<file path="src/rtl/me_shift_sched.sv">
// me_shift_sched: reference-pixel shift-chain scheduler for motion estimation.
// Optional macro ME_SHIFT_STALL_CNT_EN adds the stall_cnt_o request-stall counter.
module me_shift_sched #(
    parameter int SW_W        = 48,
    parameter int SW_H        = 48,
    parameter int BLK         = 16,
    parameter int LINE_STRIDE = 64,
    parameter int ADDR_W      = 16
) (
    input  logic              clk_i,
    input  logic              rst_i,
    input  logic              start_i,
    input  logic [ADDR_W-1:0] base_i,
    input  logic              hold_i,
    output logic              rd_req_o,
    output logic [ADDR_W-1:0] rd_addr_o,
    input  logic              rd_gnt_i,
    input  logic              rd_vld_i,
    output logic              shift_en_o,
    output logic              flush_o,
    output logic              cand_valid_o,
    output logic [7:0]        cand_x_o,
    output logic [7:0]        cand_y_o,
    output logic              busy_o,
    output logic              done_o
`ifdef ME_SHIFT_STALL_CNT_EN
    ,
    output logic [15:0]       stall_cnt_o
`endif
);

    typedef enum logic [1:0] {IDLE, ROW, ROW_END, DONE} state_e;

    localparam logic [7:0] W8     = 8'(SW_W);
    localparam logic [7:0] LAST_X = 8'(SW_W - 1);
    localparam logic [7:0] BLK_M1 = 8'(BLK - 1);
    localparam logic [7:0] Y_MAX  = 8'(SW_H - BLK);

    state_e            state_q, state_d;
    logic [ADDR_W-1:0] row_addr_q, row_addr_d;
    logic [7:0]        y_q, y_d;
    logic [7:0]        req_x_q, req_x_d;
    logic [7:0]        ret_x_q, ret_x_d;
    logic              cand_valid_q, cand_valid_d;
    logic [7:0]        cand_x_q, cand_x_d;
    logic [7:0]        cand_y_q, cand_y_d;
    logic              req;
    logic              grant;
    logic              shift;

    assign req   = (state_q == ROW) && (req_x_q < W8) && !hold_i;
    assign grant = req && rd_gnt_i;
    assign shift = (state_q == ROW) && rd_vld_i;

    assign rd_req_o     = req;
    assign rd_addr_o    = req ? row_addr_q + ADDR_W'(req_x_q) : '0;
    assign shift_en_o   = shift;
    assign flush_o      = (state_q == ROW_END);
    assign done_o       = (state_q == DONE);
    assign busy_o       = (state_q != IDLE);
    assign cand_valid_o = cand_valid_q;
    assign cand_x_o     = cand_x_q;
    assign cand_y_o     = cand_y_q;

    // Next state: request/return column counters, row advance, candidate tag.
    always_comb begin
        state_d      = state_q;
        row_addr_d   = row_addr_q;
        y_d          = y_q;
        req_x_d      = req_x_q;
        ret_x_d      = ret_x_q;
        cand_valid_d = 1'b0;
        cand_x_d     = cand_x_q;
        cand_y_d     = cand_y_q;
        unique case (state_q)
            IDLE: begin
                if (start_i) begin
                    row_addr_d = base_i;
                    y_d        = '0;
                    req_x_d    = '0;
                    ret_x_d    = '0;
                    state_d    = ROW;
                end
            end
            ROW: begin
                if (grant) begin
                    req_x_d = req_x_q + 8'd1;
                end
                if (shift) begin
                    ret_x_d = ret_x_q + 8'd1;
                    if (ret_x_q >= BLK_M1) begin
                        cand_valid_d = 1'b1;
                        cand_x_d     = ret_x_q - BLK_M1;
                        cand_y_d     = y_q;
                    end
                    if (ret_x_q == LAST_X) begin
                        state_d = ROW_END;
                    end
                end
            end
            ROW_END: begin
                y_d        = y_q + 8'd1;
                req_x_d    = '0;
                ret_x_d    = '0;
                row_addr_d = row_addr_q + ADDR_W'(LINE_STRIDE);
                state_d    = ((y_q + 8'd1) > Y_MAX) ? DONE : ROW;
            end
            DONE: begin
                state_d = IDLE;
            end
            default: begin
                state_d = IDLE;
            end
        endcase
    end

    // State and counter registers with synchronous reset.
    always_ff @(posedge clk_i) begin
        if (rst_i) begin
            state_q      <= IDLE;
            row_addr_q   <= '0;
            y_q          <= '0;
            req_x_q      <= '0;
            ret_x_q      <= '0;
            cand_valid_q <= 1'b0;
            cand_x_q     <= '0;
            cand_y_q     <= '0;
        end else begin
            state_q      <= state_d;
            row_addr_q   <= row_addr_d;
            y_q          <= y_d;
            req_x_q      <= req_x_d;
            ret_x_q      <= ret_x_d;
            cand_valid_q <= cand_valid_d;
            cand_x_q     <= cand_x_d;
            cand_y_q     <= cand_y_d;
        end
    end

`ifdef ME_SHIFT_STALL_CNT_EN
    logic [15:0] stall_q, stall_d;

    // Saturating count of requests left waiting for a grant.
    always_comb begin
        stall_d = stall_q;
        if ((state_q == IDLE) && start_i) begin
            stall_d = '0;
        end else if (req && !rd_gnt_i && (stall_q != 16'hFFFF)) begin
            stall_d = stall_q + 16'd1;
        end
    end

    // Stall counter register.
    always_ff @(posedge clk_i) begin
        if (rst_i) begin
            stall_q <= '0;
        end else begin
            stall_q <= stall_d;
        end
    end

    assign stall_cnt_o = stall_q;
`endif

endmodule

</file>
<file path="config.mk">
export PLATFORM = sky130hd
export DESIGN_NAME = me_shift_sched
export DESIGN_NICKNAME = d
export VERILOG_FILES = /design/src/rtl/me_shift_sched.sv
export SDC_FILE = /design/constraint.sdc
export NUM_CORES = 1
export LEC_CHECK = 0
export CORE_UTILIZATION = 39
export CTS_CLUSTER_SIZE = 24
export DETAILED_ROUTE_END_ITERATION = 10
export HOLD_SLACK_MARGIN = 0.15
export MAX_ROUTING_LAYER = met4
export SKIP_CTS_REPAIR_TIMING = 1
export SYNTH_ARGS = -nofsm -noshare
export SYNTH_HDL_FRONTEND = slang
export SYNTH_SLANG_ARGS = --single-unit
</file>
<file path="constraint.sdc">
create_clock -name clk_i -period 6.4 [get_ports clk_i]
set_input_delay 1.28 -clock clk_i [delete_from_list [all_inputs] [get_ports clk_i]]
set_output_delay 1.28 -clock clk_i [all_outputs]
set_load 0.02 [all_outputs]
</file>
* After elaboration in Yosys (flattened, before gate mapping) *
Cells that the tools add are included.

storage, ports and cells
  register bits after elaboration = 59
  input port bits = 22
  output and inout port bits = 38

cells by class
  add/sub/neg operators = 6
  $lt $le $gt $ge = 3
  equality and inequality tests = 8
  muxes and demuxes = 15
  bitwise logic cells = 2
  reduce and logical (&&, ||, !) cells = 15

operator list
  operator                                                        number
  one-hot mux 8 bit (3 select lines)                              2
  two-way mux 16 bit                                              2
  one-hot mux 16 bit (2 select lines)                             1
  adder 8 x 1 -> 8 bit (second input constant)                    3
  two-way mux 8 bit                                               3
  adder 16 x 7 -> 16 bit (second input constant)                  1
  adder 16 x 8 -> 16 bit                                          1
  one-hot mux 8 bit (2 select lines)                              1
  AND reduction 3 bit                                             4
  == test 8 x 6 -> 1 bit (second input constant)                  1
  >= comparator 8 x 4 -> 1 bit (second input constant)            1
  greater-than comparator 8 x 6 -> 1 bit (second input constant)  1
  less-than comparator 8 x 6 -> 1 bit (second input constant)     1
  two-way mux 2 bit                                               4
  one-hot mux 2 bit (4 select lines)                              1
  subtractor 8 x 4 -> 8 bit (second input constant)               1
  inequality test 2 bit (second input constant)                   3
  == test 2 bit (second input constant)                           2
  logical AND 1 bit                                               4
  nonzero test 2 bit                                              2
  nonzero test 3 bit                                              1
  OR reduction 3 bit                                              1
  == test 2 x 1 -> 1 bit (second input constant)                  1
  zero test 2 bit                                                 1
  other kinds (5)                                                 6

* Longest topological paths before layout *
  word-level depth = 6
  depth in mapped cells = 8
  gate-level depth less buffers = 8

* Worst setup path after synthesis *
Ideal clock, no wire load.

  path type = in2out
  from = input port hold_i
  to = output port rd_addr_o[11]
  data arrival time = 2.305 ns
  required time = 5.120 ns
  slack = 2.815 ns
  cell stages on the path = 4
  buffers on the path = 1
  path through = nor4b_2 -> nand2_1 -> clkbuf_1 -> a21oi_1

on the way
  word-level cells in the longest chain between the ends = 3

RTL lines
  element             RTL line  source
  start: declaration  14        input logic hold_i,
  zero test 1 bit     51        assign req = (state_q == ROW) && (req_x_q < W8) && !hold_i;
  logical AND 1 bit   51
  two-way mux 16 bit  56        assign rd_addr_o = req ? row_addr_q + ADDR_W'(req_x_q) : '0;
  end: declaration    16        output logic [ADDR_W-1:0] rd_addr_o,

No other way between the ends.

* Worst setup path after layout *
  from = input port hold_i
  to = output port rd_addr_o[4]

Same word-level chain as after synthesis.

==> impl_summary.txt <==
----------------------------------------------------
[Logic synthesis]
  Register area share after synthesis ... 35.8%
  Area leader, netlist ... sky130_fd_sc_hd__dfxtp_1
  Async SR Flop Fraction ... 0%
  Total standard cell area after synthesis ... 3300 um2
  Mean instance size in the synthesized netlist ... 8.00 um2
  Count of flip-flops with a built-in enable after synthesis ... 0
  Synth warnings ... 0
  Top-area cell type share of the netlist area ... 35.8%
  Yosys cell types ... 51
  Synthesized Nets ... 448
  Number of cells produced by synthesis ... 412
  Number of flip-flops and latches in the synthesized netlist ... 59
  Top cells by area in the synthesized netlist ... sky130_fd_sc_hd__dfxtp_1, sky130_fd_sc_hd__nor2_1, sky130_fd_sc_hd__a21oi_1, sky130_fd_sc_hd__ha_1, sky130_fd_sc_hd__a211oi_1
  Prevailing post-synth register cell ... sky130_fd_sc_hd__dfxtp_1

[Power]
  Clk pwr share ... 45.0%
  Combinational cell fraction of total power ... 9.5%
  Peak ir drop on the vdd network ... 0.138 mV
  Leakage Power ... 1.48 nW
  Internal power contribution ... 0.000653 W
  Areal power density over the cells ... 204 nW/um2
  Switching pwr ... 0.000196 W
  Switching fraction of total power ... 23.1%
  Relative contribution of sequential cells to total power ... 45.4%
  Total Power Consumption ... 0.000850 W

[Worst setup path]
  Stage delay of the slowest cell on the critical path ... 0.64 ns
  Worst R2R Setup Slack ... 4.01 ns
  Critical path type ... in -> out
  Most numerous cell on the critical path ... sky130_fd_sc_hd__clkdlybuf4s50_1
  Setup crit end kind ... primary output
  Largest fanout on the critical path ... 16
  Critical path's slowest cell ... sky130_fd_sc_hd__clkdlybuf4s50_1
  Crit path arrival time ... 3.30 ns
  Sort of element at the start of the critical path ... input pin
  End of the worst register-to-register path ... cand_x_o[4]$_SDFFE_PP0P_
  Req. time, crit path ... 5.12 ns
  Ordered list of cells on the worst path ... clkdlybuf4s50_1 -> nor4b_2 -> nand2_1 -> a211oi_1 -> clkdlybuf4s50_1
  Worst flop-to-flop path startpoint ... ret_x_q[0]$_SDFFE_PP0P_
  Depth of the most critical reg-to-reg path ... 6

[Placement]
  Post-detail-place hpwl ... 5.38 mm
  Number of buffer cells added on primary ports ... 59
  Worst slack after detailed placement ... 1.77 ns
  Total cell area at the placement stage ... 3930 um2
  Routability-driven placement congestion ratio ... 0.860

[Routing]
  Vias after detailed routing ... 2986
  Via/cell ratio ... 5.24
  Remaining design rule violation count ... 2
  Wirelength per Cell ... 13.2 um
  Number of detailed-routing iterations run before antenna repair ... 7
  Total wire length ... 7.50 mm
  Number of violations reported at the end of detailed-routing iteration 0 ... 60
  Antenna-violating nets left ... 0

[Finish]
  Area growth from synthesis to final layout ... 26.2%
  Final non-filler cell area ... 4160 um2
  Final nets ... 496
  N_diodes ... 0
  Fraction of layout cells with a size suffix above 1 ... 5.59%

[Floorplanning]
  Horizontal die dimension ... 93.9 um
  Cell row count ... 33
  Die height ... 93.9 um
  Placeable core region ... 8220 um2
  Area of the die ... 8830 um2
  Boundary Pins ... 60
  Effective utilization at floorplan ... 40.1%

[GRT]
  Largest net degree at the start of global routing ... 30
  Overflow after GRT ... 0
  Overall routing resource usage ... 18.5%
  Vias in the first global route ... 2716
  Number of antenna violations at the first check in global routing ... 0
  Global-route wire length before repair ... 12.6 mm

[STA]
  Final critical-path setup slack ... 1.82 ns
  Max transition margin ... 20.6%
  Worst Clk Skew ... 0.00868 ns
  Count of final setup violators ... 0
  Final critical path time including I/O delays and setup ... 4.58 ns
  Setup_tns ... 0 ns
  Final max-slew violation count ... 0
  Transition time of the tightest slew-check pin ... 1.19 ns
  Hold slack final ... 0.452 ns
  Upper clock frequency limit ... 0.218 GHz
  Setup repair after global routing missed its margin ... no
  Count of final hold-check violations ... 0
  Tcrit/Tclk final ... 71.6%

[Run]
  Max-cap check violation count ... 0

[Min path]
  Worst hold path cell count ... 2
  Worst hold path class ... reg -> reg
  Endpoint, Worst Hold ... req_x_q[7]$_SDFFE_PP0P_
  Startpoint of the tightest hold check path ... req_x_q[7]$_SDFFE_PP0P_

[CTS]
  Maximum buffer depth of the clock tree ... 2
  H-tree levels ... 3
  Total CTS buffers ... 9
  Reg clk slew, reported paths ... 0.06 ns
  TritonCTS clock tree ... yes
  Worst skew pair latency ... 0.32 ns
  CTS Sinks ... 59
  Root Buffer Master ... sky130_fd_sc_hd__clkbuf_8

[Run status]
  Outcome ... finished, violations left
  Violated checks ... DRC

----------------------------------------------------
==> synth_stat cells, drive strengths merged (7+ instances only) <==
cell type  count
nand2         25
nand3         15
a211oi        20
ha            13
inv           10
a21oi         37
o21ai         19
dfxtp         59
and3           8
or3            8
mux2i         14
clkbuf        17
xnor2         13
nor3          11
nor2          68
o31ai          7
==> state kept, by name, summed over array words and instances (netlist names) <==
register,count
row_addr_q,16
cand_x_o,8
cand_y_o,8
req_x_q,8
ret_x_q,8
y_q,8
state_q,2
cand_valid_o,1
==> power by group through the flow <==
stage	Clock (W)	Combinational, W	Sequential (W)
after global placement	0	0.0000808	0.000394
after CTS	0.000396	0.0000820	0.000386
final	0.000383	0.0000809	0.000386
after detailed placement	0	0.0000815	0.000394
after floorplan	0	0.0000539	0.000390
after global routing	0.000411	0.0000902	0.000387
==> how the worst max path moves through the flow <==
| stage | start | endpoint | slack, ns |
|---|---|---|---|
| finish | hold_i | rd_addr_o[4] | 1.82 |
| global route | hold_i | rd_addr_o[6] | 1.57 |
| CTS | hold_i | rd_addr_o[4] | 1.78 |
| detailed placement | hold_i | rd_addr_o[4] | 1.77 |
| global placement | hold_i | rd_addr_o[4] | 1.84 |
| floorplan | hold_i | rd_addr_o[11] | 2.82 |
==> routing by layer <==
layer,vias up,GRT usage (%),part of all wire [%]
li1,1573,-,-
met2,52,28.0,44
met5,-,-,0
met3,8,3.64,4.2
met1,1353,24.2,51
met4,0,7.31,1.1
==> worst max-delay path: cells and delay by family <==
family | cells | cell delay, ns
compound gates | 1 | 0.29
buf+inv | 2 | 1.05
simple gates | 2 | 0.67
==> final cells by class <==
| type | count | area, um2 |
|---|---|---|
| flip-flops and latches | 59 | 1180 |
| well taps | 105 | 131 |
| repair buffers | 60 | 598 |
| clock inverters | 4 | 72.6 |
| inverters | 10 | 37.5 |
| fillers | 834 | 4060 |
| multi-input cells | 320 | 1990 |
| clock buffers | 12 | 155 |
==> through the flow <==
| step | std cells | util [%] |
|---|---|---|
| 2_1_floorplan | 412 | - |
| 3_3_place_gp | 554 | 47.9 |
| 3_5_place_dp | 554 | 47.9 |
| 4_1_cts | 570 | 50.6 |
| 5_1_grt | 570 | 50.6 |
| 6_report | 570 | 50.6 |
==> placed cells by master (no fill, tap or decap), drive strengths merged, types with 7 or more instances in the layout <==
cell / n
o21ai: 19
nor3: 11
clkdlybuf4s50: 59
o31ai: 7
ha: 13
nand3: 15
or3: 8
nand2: 25
a211oi: 20
nor2: 68
xnor2: 13
a21oi: 37
and3: 8
dfxtp: 59
mux2i: 14
inv: 10
clkbuf: 12
==> kinds of logic (layout without fill, tap and decap cells) <==
kind of cell,count (synthesis),in the layout,share of synthesized area [%]
compound gates,108,108,21.2
xor+xnor,17,17,4.52
fa+ha+maj,14,14,5.54
simple gates,167,167,24.6
mux,14,14,4.25
flops,59,59,35.8
buf+inv,33,86,4.06
Note: power is estimated with default switching activity, not from simulation.
